--- src/rtl/cpu_pkg.sv ---
// Shared pipeline definitions: forwarding-select codes, shadow-entry
// metadata and the default register address width.
package cpu_pkg;

    localparam int REG_AW_DEF = 5;

    // EX operand source selects
    localparam logic [1:0] FWD_RF = 2'd0;  // value captured in DC/EX
    localparam logic [1:0] FWD_MA = 2'd1;  // alu_out_ma
    localparam logic [1:0] FWD_WB = 2'd2;  // wdata in WB

    // Per-stage destination metadata; the register address is appended by
    // the user so its width can follow the instance's REG_AW.
    typedef struct packed {
        logic valid;
        logic we;
        logic is_load;
    } shadow_meta_t;

endpackage

--- src/rtl/sat_counter.sv ---
// Saturating up-counter: counts cycles with i_inc high, sticks at all-ones.
module sat_counter #(
    parameter int W = 16
) (
    input  logic         clk,
    input  logic         resetn,
    input  logic         i_inc,
    output logic [W-1:0] o_count
);

    logic [W-1:0] r_count;

    // Increment unless already at the ceiling.
    always_ff @(posedge clk or negedge resetn) begin
        if (!resetn) begin
            r_count <= '0;
        end else if (i_inc && (r_count != {W{1'b1}})) begin
            r_count <= r_count + {{(W-1){1'b0}}, 1'b1};
        end
    end

    assign o_count = r_count;

endmodule

--- src/rtl/pipe_hazard_unit.sv ---
// Hazard and forwarding controller for the IF/DC/EX/MA/WB pipeline.
// A shadow copy of destination metadata for EX, MA and WB is compared
// against the DC sources to drive stall/bubble/flush, EX-aligned forward
// selects and the regfile write-through override.
//
// Handshake note: DC "advances" into EX on a clock edge when dc_valid is
// high, no stall is raised and no redirect is in progress; only an advancing
// instruction is recorded in the EX shadow entry, otherwise EX gets a bubble.
module pipe_hazard_unit
    import cpu_pkg::*;
#(
    parameter int REG_AW   = REG_AW_DEF,
    parameter bit ZERO_REG = 1'b1,
    parameter bit FWD_EN   = 1'b1,
    parameter int CNT_W    = 16
) (
    input  logic              clk,
    input  logic              resetn,
    input  logic              dc_valid,
    input  logic [REG_AW-1:0] dc_rs1,
    input  logic [REG_AW-1:0] dc_rs2,
    input  logic              dc_rs1_used,
    input  logic              dc_rs2_used,
    input  logic [REG_AW-1:0] dc_rd,
    input  logic              dc_we,
    input  logic              dc_is_load,
    input  logic              ex_redirect,
    output logic              stall_if_dc,
    output logic              bubble_ex,
    output logic              flush_if_dc,
    output logic [1:0]        fwd_a_sel,
    output logic [1:0]        fwd_b_sel,
    output logic              dcex_rs1_from_wb,
    output logic              dcex_rs2_from_wb,
    output logic [CNT_W-1:0]  stall_cnt,
    output logic [CNT_W-1:0]  flush_cnt
);

    typedef struct packed {
        shadow_meta_t      meta;
        logic [REG_AW-1:0] rd;
    } shadow_e_t;

    shadow_e_t  r_ex_e, r_ma_e, r_wb_e;
    logic [1:0] r_fwd_a_sel, r_fwd_b_sel;

    shadow_e_t  w_dc_e;
    logic       w_ex_m1, w_ex_m2, w_ma_m1, w_ma_m2, w_wb_m1, w_wb_m2;
    logic       w_hazard, w_stall, w_advance;
    logic [1:0] w_sel_a, w_sel_b;
    logic       w_unused_meta;

    // A producer in stage e feeds source r of the DC instruction.
    function automatic logic f_match(shadow_e_t e, logic [REG_AW-1:0] r, logic used);
        return e.meta.valid && e.meta.we && (e.rd == r) && used
               && !(ZERO_REG && (r == '0));
    endfunction

    // Youngest producer wins; a load in EX has no result yet (that case stalls).
    function automatic logic [1:0] f_sel(logic m_ex, logic m_ma, logic ex_is_load);
        if (m_ex && !ex_is_load) return FWD_MA;
        else if (m_ma)           return FWD_WB;
        else                     return FWD_RF;
    endfunction

    // Source/producer matches, hazard detection and DC advance decision.
    always_comb begin
        w_ex_m1 = f_match(r_ex_e, dc_rs1, dc_rs1_used);
        w_ex_m2 = f_match(r_ex_e, dc_rs2, dc_rs2_used);
        w_ma_m1 = f_match(r_ma_e, dc_rs1, dc_rs1_used);
        w_ma_m2 = f_match(r_ma_e, dc_rs2, dc_rs2_used);
        w_wb_m1 = f_match(r_wb_e, dc_rs1, dc_rs1_used);
        w_wb_m2 = f_match(r_wb_e, dc_rs2, dc_rs2_used);
        if (FWD_EN) begin
            w_hazard = (w_ex_m1 || w_ex_m2) && r_ex_e.meta.is_load;
        end else begin
            w_hazard = w_ex_m1 || w_ex_m2 || w_ma_m1 || w_ma_m2 || w_wb_m1 || w_wb_m2;
        end
        // Redirect wins: a stalled instruction on the wrong path is discarded.
        w_stall   = w_hazard && dc_valid && !ex_redirect;
        w_advance = dc_valid && !w_stall && !ex_redirect;
        w_sel_a   = f_sel(w_ex_m1, w_ma_m1, r_ex_e.meta.is_load);
        w_sel_b   = f_sel(w_ex_m2, w_ma_m2, r_ex_e.meta.is_load);

        w_dc_e              = '0;
        w_dc_e.meta.valid   = 1'b1;
        w_dc_e.meta.we      = dc_we;
        w_dc_e.meta.is_load = dc_is_load;
        w_dc_e.rd           = dc_rd;
    end

    // Load flags only matter while the producer is in EX.
    assign w_unused_meta = r_ma_e.meta.is_load ^ r_wb_e.meta.is_load;

    // Shadow pipeline shift; EX takes the DC instruction or a bubble.
    always_ff @(posedge clk or negedge resetn) begin
        if (!resetn) begin
            r_ex_e <= '0;
            r_ma_e <= '0;
            r_wb_e <= '0;
        end else begin
            r_wb_e <= r_ma_e;
            r_ma_e <= r_ex_e;
            r_ex_e <= w_advance ? w_dc_e : '0;
        end
    end

    // Forward selects travel with the instruction into EX; bubbles get 0.
    always_ff @(posedge clk or negedge resetn) begin
        if (!resetn) begin
            r_fwd_a_sel <= FWD_RF;
            r_fwd_b_sel <= FWD_RF;
        end else if (FWD_EN && w_advance) begin
            r_fwd_a_sel <= w_sel_a;
            r_fwd_b_sel <= w_sel_b;
        end else begin
            r_fwd_a_sel <= FWD_RF;
            r_fwd_b_sel <= FWD_RF;
        end
    end

    assign stall_if_dc      = w_stall;
    assign bubble_ex        = w_stall || ex_redirect;
    assign flush_if_dc      = ex_redirect;
    assign fwd_a_sel        = r_fwd_a_sel;
    assign fwd_b_sel        = r_fwd_b_sel;
    // The regfile has no write-through, so a WB producer overrides the read.
    assign dcex_rs1_from_wb = w_wb_m1 && dc_valid;
    assign dcex_rs2_from_wb = w_wb_m2 && dc_valid;

    sat_counter #(.W(CNT_W)) u_stall_cnt (
        .clk     (clk),
        .resetn  (resetn),
        .i_inc   (w_stall),
        .o_count (stall_cnt)
    );

    sat_counter #(.W(CNT_W)) u_flush_cnt (
        .clk     (clk),
        .resetn  (resetn),
        .i_inc   (ex_redirect),
        .o_count (flush_cnt)
    );

endmodule
--- config.mk ---
export PLATFORM = sky130hd
export DESIGN_NAME = pipe_hazard_unit
export DESIGN_NICKNAME = d
export VERILOG_FILES = /design/src/rtl/cpu_pkg.sv /design/src/rtl/sat_counter.sv /design/src/rtl/pipe_hazard_unit.sv
export SDC_FILE = /design/constraint.sdc
export NUM_CORES = 1
export LEC_CHECK = 0
export CAP_MARGIN = 40
export CORE_UTILIZATION = 50
export DETAILED_ROUTE_END_ITERATION = 7
export DONT_BUFFER_PORTS = 1
export PLACE_DENSITY_LB_ADDON = 0.15
export RECOVER_POWER = 25
export SLEW_MARGIN = 20
export SYNTH_ARGS = -nofsm -noshare
export SYNTH_HDL_FRONTEND = slang
export SYNTH_HIERARCHICAL = 1
export SYNTH_SLANG_ARGS = --single-unit
--- constraint.sdc ---
create_clock -name clk -period 3.89 [get_ports clk]
set_clock_uncertainty 0.15 [all_clocks]
set_input_delay 0.5835 -clock clk [delete_from_list [all_inputs] [get_ports clk]]
set_output_delay 0.5835 -clock clk [all_outputs]
set_load 0.02 [all_outputs]
# Word level (Yosys, flattened, before mapping)
# Index checks and enable logic that the tools add are counted.
[word_totals] ff_bits=58 latchBits=0 mem_bits_rw=0 mem_bits_ro=0 input_bits=23 output_inout_bits=41 wordCells=72 mem_count=0
[classes] add_sub_neg=2 n_mul=0 n_div=0 magnitude_cmp=0 n_eq_ne=8 shift=0 n_mux=7 bitwise_logic=0 n_reduce_logical=41
[op_table] cell="$add A16 B1 Y16 const B" n=2
[op_table] cell="$logic_and A1 B1 Y1" n=32
[op_table] cell="$ne A16 B16 Y1 const B" n=2
[op_table] cell="$eq A5 B5 Y1" n=6
[op_table] cell="$mux W2" n=6
[op_table] cell="$logic_not A5 Y1" n=2
[op_table] cell="$mux W8" n=1
[op_table] cell="$logic_not A1 Y1" n=5
[op_table] cell="$logic_or A1 B1 Y1" n=2

# Logic depth before layout (Yosys ltp)
[logic_depth] word_depth=12 mapped_depth=10

# By module
# The synthesis kept the hierarchy.
[by_module_without_submodules] module="sat_counter" instances=2 cells_per_inst=72 area_each_um2=859.6 seq_area_each_um2=400.4
[by_module_without_submodules] module="pipe_hazard_unit" instances=1 cells_per_inst=102 area_each_um2=1188.6 seq_area_each_um2=650.6

# Worst setup path after synthesis
# No wires, ideal clock.
[synth_timing] kind="input -> register" start="in dc_rs1[0]" end="reg u_stall_cnt.r_count[7], in the netlist u_stall_cnt/o_count[7]" arrival_time_ps=2666 required_time_ps=3608 setup_slack_ps=942 stages=10 n_path_buf=1 path_cell_list="or4_1 o21ai_2 nor4_2 o21a_1 buf_6 and2_1 and3_1 and4_2 a31oi_1 a31oi_1"
[synth_via] elab_chain_cells=9 elab_cells_between_ends=11
[synth_lines] element="start: declaration" line="pipe_hazard_unit.sv:20" source="input logic [REG_AW-1:0] dc_rs1,"
[synth_lines] element="$eq A5 B5 Y1" line="pipe_hazard_unit.sv:55" source="return e.meta.valid && e.meta.we && (e.rd == r) && used"
[synth_lines] element="$logic_and A1 B1 Y1 (2 in series)" line="pipe_hazard_unit.sv:55"
[synth_lines] element="$logic_and A1 B1 Y1 *" line="pipe_hazard_unit.sv:56" source="&& !(ZERO_REG && (r == '0));"
[synth_lines] element="$logic_or A1 B1 Y1 *"
[synth_lines] element="$logic_and A1 B1 Y1 *" line="pipe_hazard_unit.sv:75" source="w_hazard = (w_ex_m1 || w_ex_m2) && r_ex_e.meta.is_load;"
[synth_lines] element="$logic_and A1 B1 Y1 * (2 in series)" line="pipe_hazard_unit.sv:80" source="w_stall = w_hazard && dc_valid && !ex_redirect;"
[synth_lines] element="net stall_if_dc" line="pipe_hazard_unit.sv:28" source="output logic stall_if_dc,"
[synth_lines] element="$logic_and A1 B1 Y1 *" line="sat_counter.sv:17" source="end else if (i_inc && (r_count != {W{1'b1}})) begin"
[synth_lines] element="end signal: assignment" line="sat_counter.sv:18" source="r_count <= r_count + {{(W-1){1'b0}}, 1'b1};"
[synth_lines] element="end: declaration" line="sat_counter.sv:11" source="logic [W-1:0] r_count;"
# The timed path passes the listed nets; every way through them passes the cells marked *.
# A chain may end at the register's enable or synchronous reset.

# Worst setup path in the final report
[layout_timing] start="reg r_ex_e[3] (netlist name)" end="reg u_stall_cnt.r_count[5], in the netlist u_stall_cnt/o_count[5]"
[layout_via] elab_chain_cells=9 elab_cells_between_ends=13
[layout_lines] element="start: declaration" line="pipe_hazard_unit.sv:44" source="shadow_e_t r_ex_e, r_ma_e, r_wb_e;"
[layout_lines] element="start signal: assignment" line="pipe_hazard_unit.sv:104" source="r_ex_e <= w_advance ? w_dc_e : '0;"
[layout_lines] element="$eq A5 B5 Y1" line="pipe_hazard_unit.sv:55"
[layout_lines] element="$logic_and A1 B1 Y1 (2 in series)" line="pipe_hazard_unit.sv:55"
[layout_lines] element="$logic_and A1 B1 Y1" line="pipe_hazard_unit.sv:56"
[layout_lines] element="$logic_or A1 B1 Y1 *"
[layout_lines] element="$logic_and A1 B1 Y1 *" line="pipe_hazard_unit.sv:75"
[layout_lines] element="$logic_and A1 B1 Y1 * (2 in series)" line="pipe_hazard_unit.sv:80"
[layout_lines] element="net stall_if_dc" line="pipe_hazard_unit.sv:28"
[layout_lines] element="$logic_and A1 B1 Y1 *" line="sat_counter.sv:17"
# Marked as above.

==> reports/results.tsv <==
metric	value	unit
gp_congestion	0.856	
routedWlPerCell	18.3	um
arrival	3260	ps
synth_flop_cell	dfrtp_1	
std_cell_rows	27	
fillers	465	
portBuffers	0	
layout_common_cells	dfrtp_1, xnor2_1, nand4_1	
comb_power_share	0.078	
layout-drive-gt1-share	0.156	
cp_top_family	simple AND/OR/NAND/NOR gates	
reg2reg_slack	700	ps
worstMarginPinSlew	877	ps
post_cts_resized	0	
synth_edf_count	0	
slowest_stage	nor4_1	
timing.hold.ws	220	ps
ys_ff_latch	58	
synth_area_leaders	dfrtp_1, xnor2_1, xor2_1	
seq_area_frac_synth	0.499	
grt_pass1_vias	1946	
setup_viol_count_final	0	
sw_frac_of_total	0.255	
ant_nets	0	
cp_slowest_stage_delay	520	ps
netlist.area_leader.share	0.499	
path_buf_inv	0	
die_h	78.3	um
path_clk_slew	60	ps
grt_pass1_wl	10300	um
maxCapViolCount	0	
yosys.area.top_type	dfrtp_1	
crit_chain	xnor2_1, nand4_1, nor4_1, o21a_1, and2_1, and3_1, and4_2, o211ai_1, o21a_1	
critPathMaxFanout	10	
grt_usage	0.225	
final_common_cell	dfrtp_1	
dieArea	6120	um2
fin_crit_sh	0.821	
p_sw	0.414	mW
initial_core_util	0.525	
hold_path.class	register to register	
fmax	313	MHz
slew_headroom	0.410	
grt_max_degree	59	
ys_async_sr_fraction	1.00	
fin_nets	283	
critPathKind	register to register	
worstSetupStartpointType	register	
htree_levels	3	
drc	0	
synth_nets	271	
drv_slew	0	
cts_tree	done	
fin_crit	3190	ps
cts_root_buf	clkbuf_8	
vdd_drop_max	0.246	mV
viasPerCell	5.99	
hpwl	4270	um
seqPwrFrac	0.463	
areaGrowthSynthToFinish	13.2	%
via_count	2005	
antennaDiodeCount	0	
cp.required	3960	ps
avgSynthCellArea	11.8	um2
rsz0062_at_grt	false	
syn_area	2910	um2
tns	0	ps
clock-sinks	58	
fp.dieW	78.3	um
cp_common_cell	o21a_1	
status	finished, final reports clean	
syn_inst	246	
ys_warn_count	6	
io_pins	64	
wl	6120	um
drtIter0Drc	98	
numCtsBuffers	9	
synth_cell_types	41	
cts_max_path_buffers	2	
power.density	493	nW/um2
antenna_found_initial	0	
design.core.area	5540	um2
endpoint_kind	register	
internal_power	1.21	mW
p_leak	1.44	nW
grt_remaining_overflow	0	
p_clk_frac	0.459	
power	1.62	mW
clkLatencyLatePin	330	ps
dr.pass1.iters	4	
hold_viol	0	
[kinds of logic after synthesis]
group | Yosys count | synth area share
flip-flops | 58 | 0.499
AND/OR/NAND/NOR | 101 | 0.249
AO/OA/AOI/OAI | 36 | 0.0951
adder cells (fa/ha/maj) | 2 | 0.00860
buffers and inverters | 3 | 0.00817
XOR/XNOR | 44 | 0.133
multiplexers | 2 | 0.00774
[per-layer routing]
metal,global-route usage,up-vias,share of wire
li1,-,950,-
met1,0.299,979,0.45
met2,0.330,68,0.48
met3,0.0779,8,0.060
met4,0.106,0,0.015
met5,0,-,0
[cell usage after synthesis (all sizes together), types with 3 or more instances]
master and n:
xor2 16, buf 3, nor2 14, nor4 9, o21ai 4, a31oi 6, xnor2 28, nand2 16
a21oi 6, nand3 13, nand4 25, or4 3, and3 6, and4 6, dfrtp 58, o21a 11
[power groups by stage]
stage	clock network [mW]	logic, mW	registers, mW
floorplan	0	0.0936	0.746
global placement	0	0.110	0.763
detailed placement	0	0.111	0.766
CTS	0.757	0.130	0.754
global route	0.791	0.143	0.761
finish	0.744	0.127	0.752
[worst register-to-register path: cells and delay by family (launching register included)]
family	cells	cell delay, ps
simple gates	5	1720
xor+xnor	1	190
compound gates	3	590
flops	1	430
[path summary, 6_finish.rpt]
path | depth (start not counted) | end | from
max | 9 | u_stall_cnt/o_count[5]$_DFFE_PN0P_ | r_ex_e[3]$_DFF_PN0_
min | 0 | r_wb_e[7]$_DFF_PN0_ | r_ma_e[7]$_DFF_PN0_
max reg2reg | 9 | u_stall_cnt/o_count[5]$_DFFE_PN0P_ | r_ex_e[3]$_DFF_PN0_
min reg2reg | 0 | r_wb_e[7]$_DFF_PN0_ | r_ma_e[7]$_DFF_PN0_
max in group asynchronous | 2 | r_ex_e[5]$_DFF_PN0_ | resetn
min in group asynchronous | 2 | u_flush_cnt/o_count[14]$_DFFE_PN0P_ | resetn
[per-stage QoR]
step                      worst slack [ps]  std cells  cell area, um2  utilization
after floorplan                        942        246            2910            -
after global placement                 685        316            2980        0.538
after detailed placement               642        316            2980        0.538
after CTS                              655        334            3290        0.593
after global routing                   403        335            3290        0.594
final                                  695        335            3290        0.594
[state kept, by name, summed over array words and instances, names as in the netlist]
name,count
fwd_a_sel,2
fwd_b_sel,2
r_ex_e,8
r_ma_e,7
r_wb_e,7
u_flush_cnt/o_count,16
u_stall_cnt/o_count,16
[repair_timing]
| item | in CTS | in global routing |
|---|---|---|
| setup buffers | 0 | 0 |
| hold buffers | 2 | 0 |
| hold endpoints to repair | 58 | 0 |
[layout make-up]
type	instances	area (um2)	area share
Timing Repair Buffer	4	50.0	0.0152
Multi-Input combinational cell	185	1430	0.435
Clock inverter	5	125	0.0380
Sequential cell	58	1450	0.441
Clock buffer	11	141	0.0430
Tap cell	72	90.1	0.0274
Power figures use the tool's default switching activity.
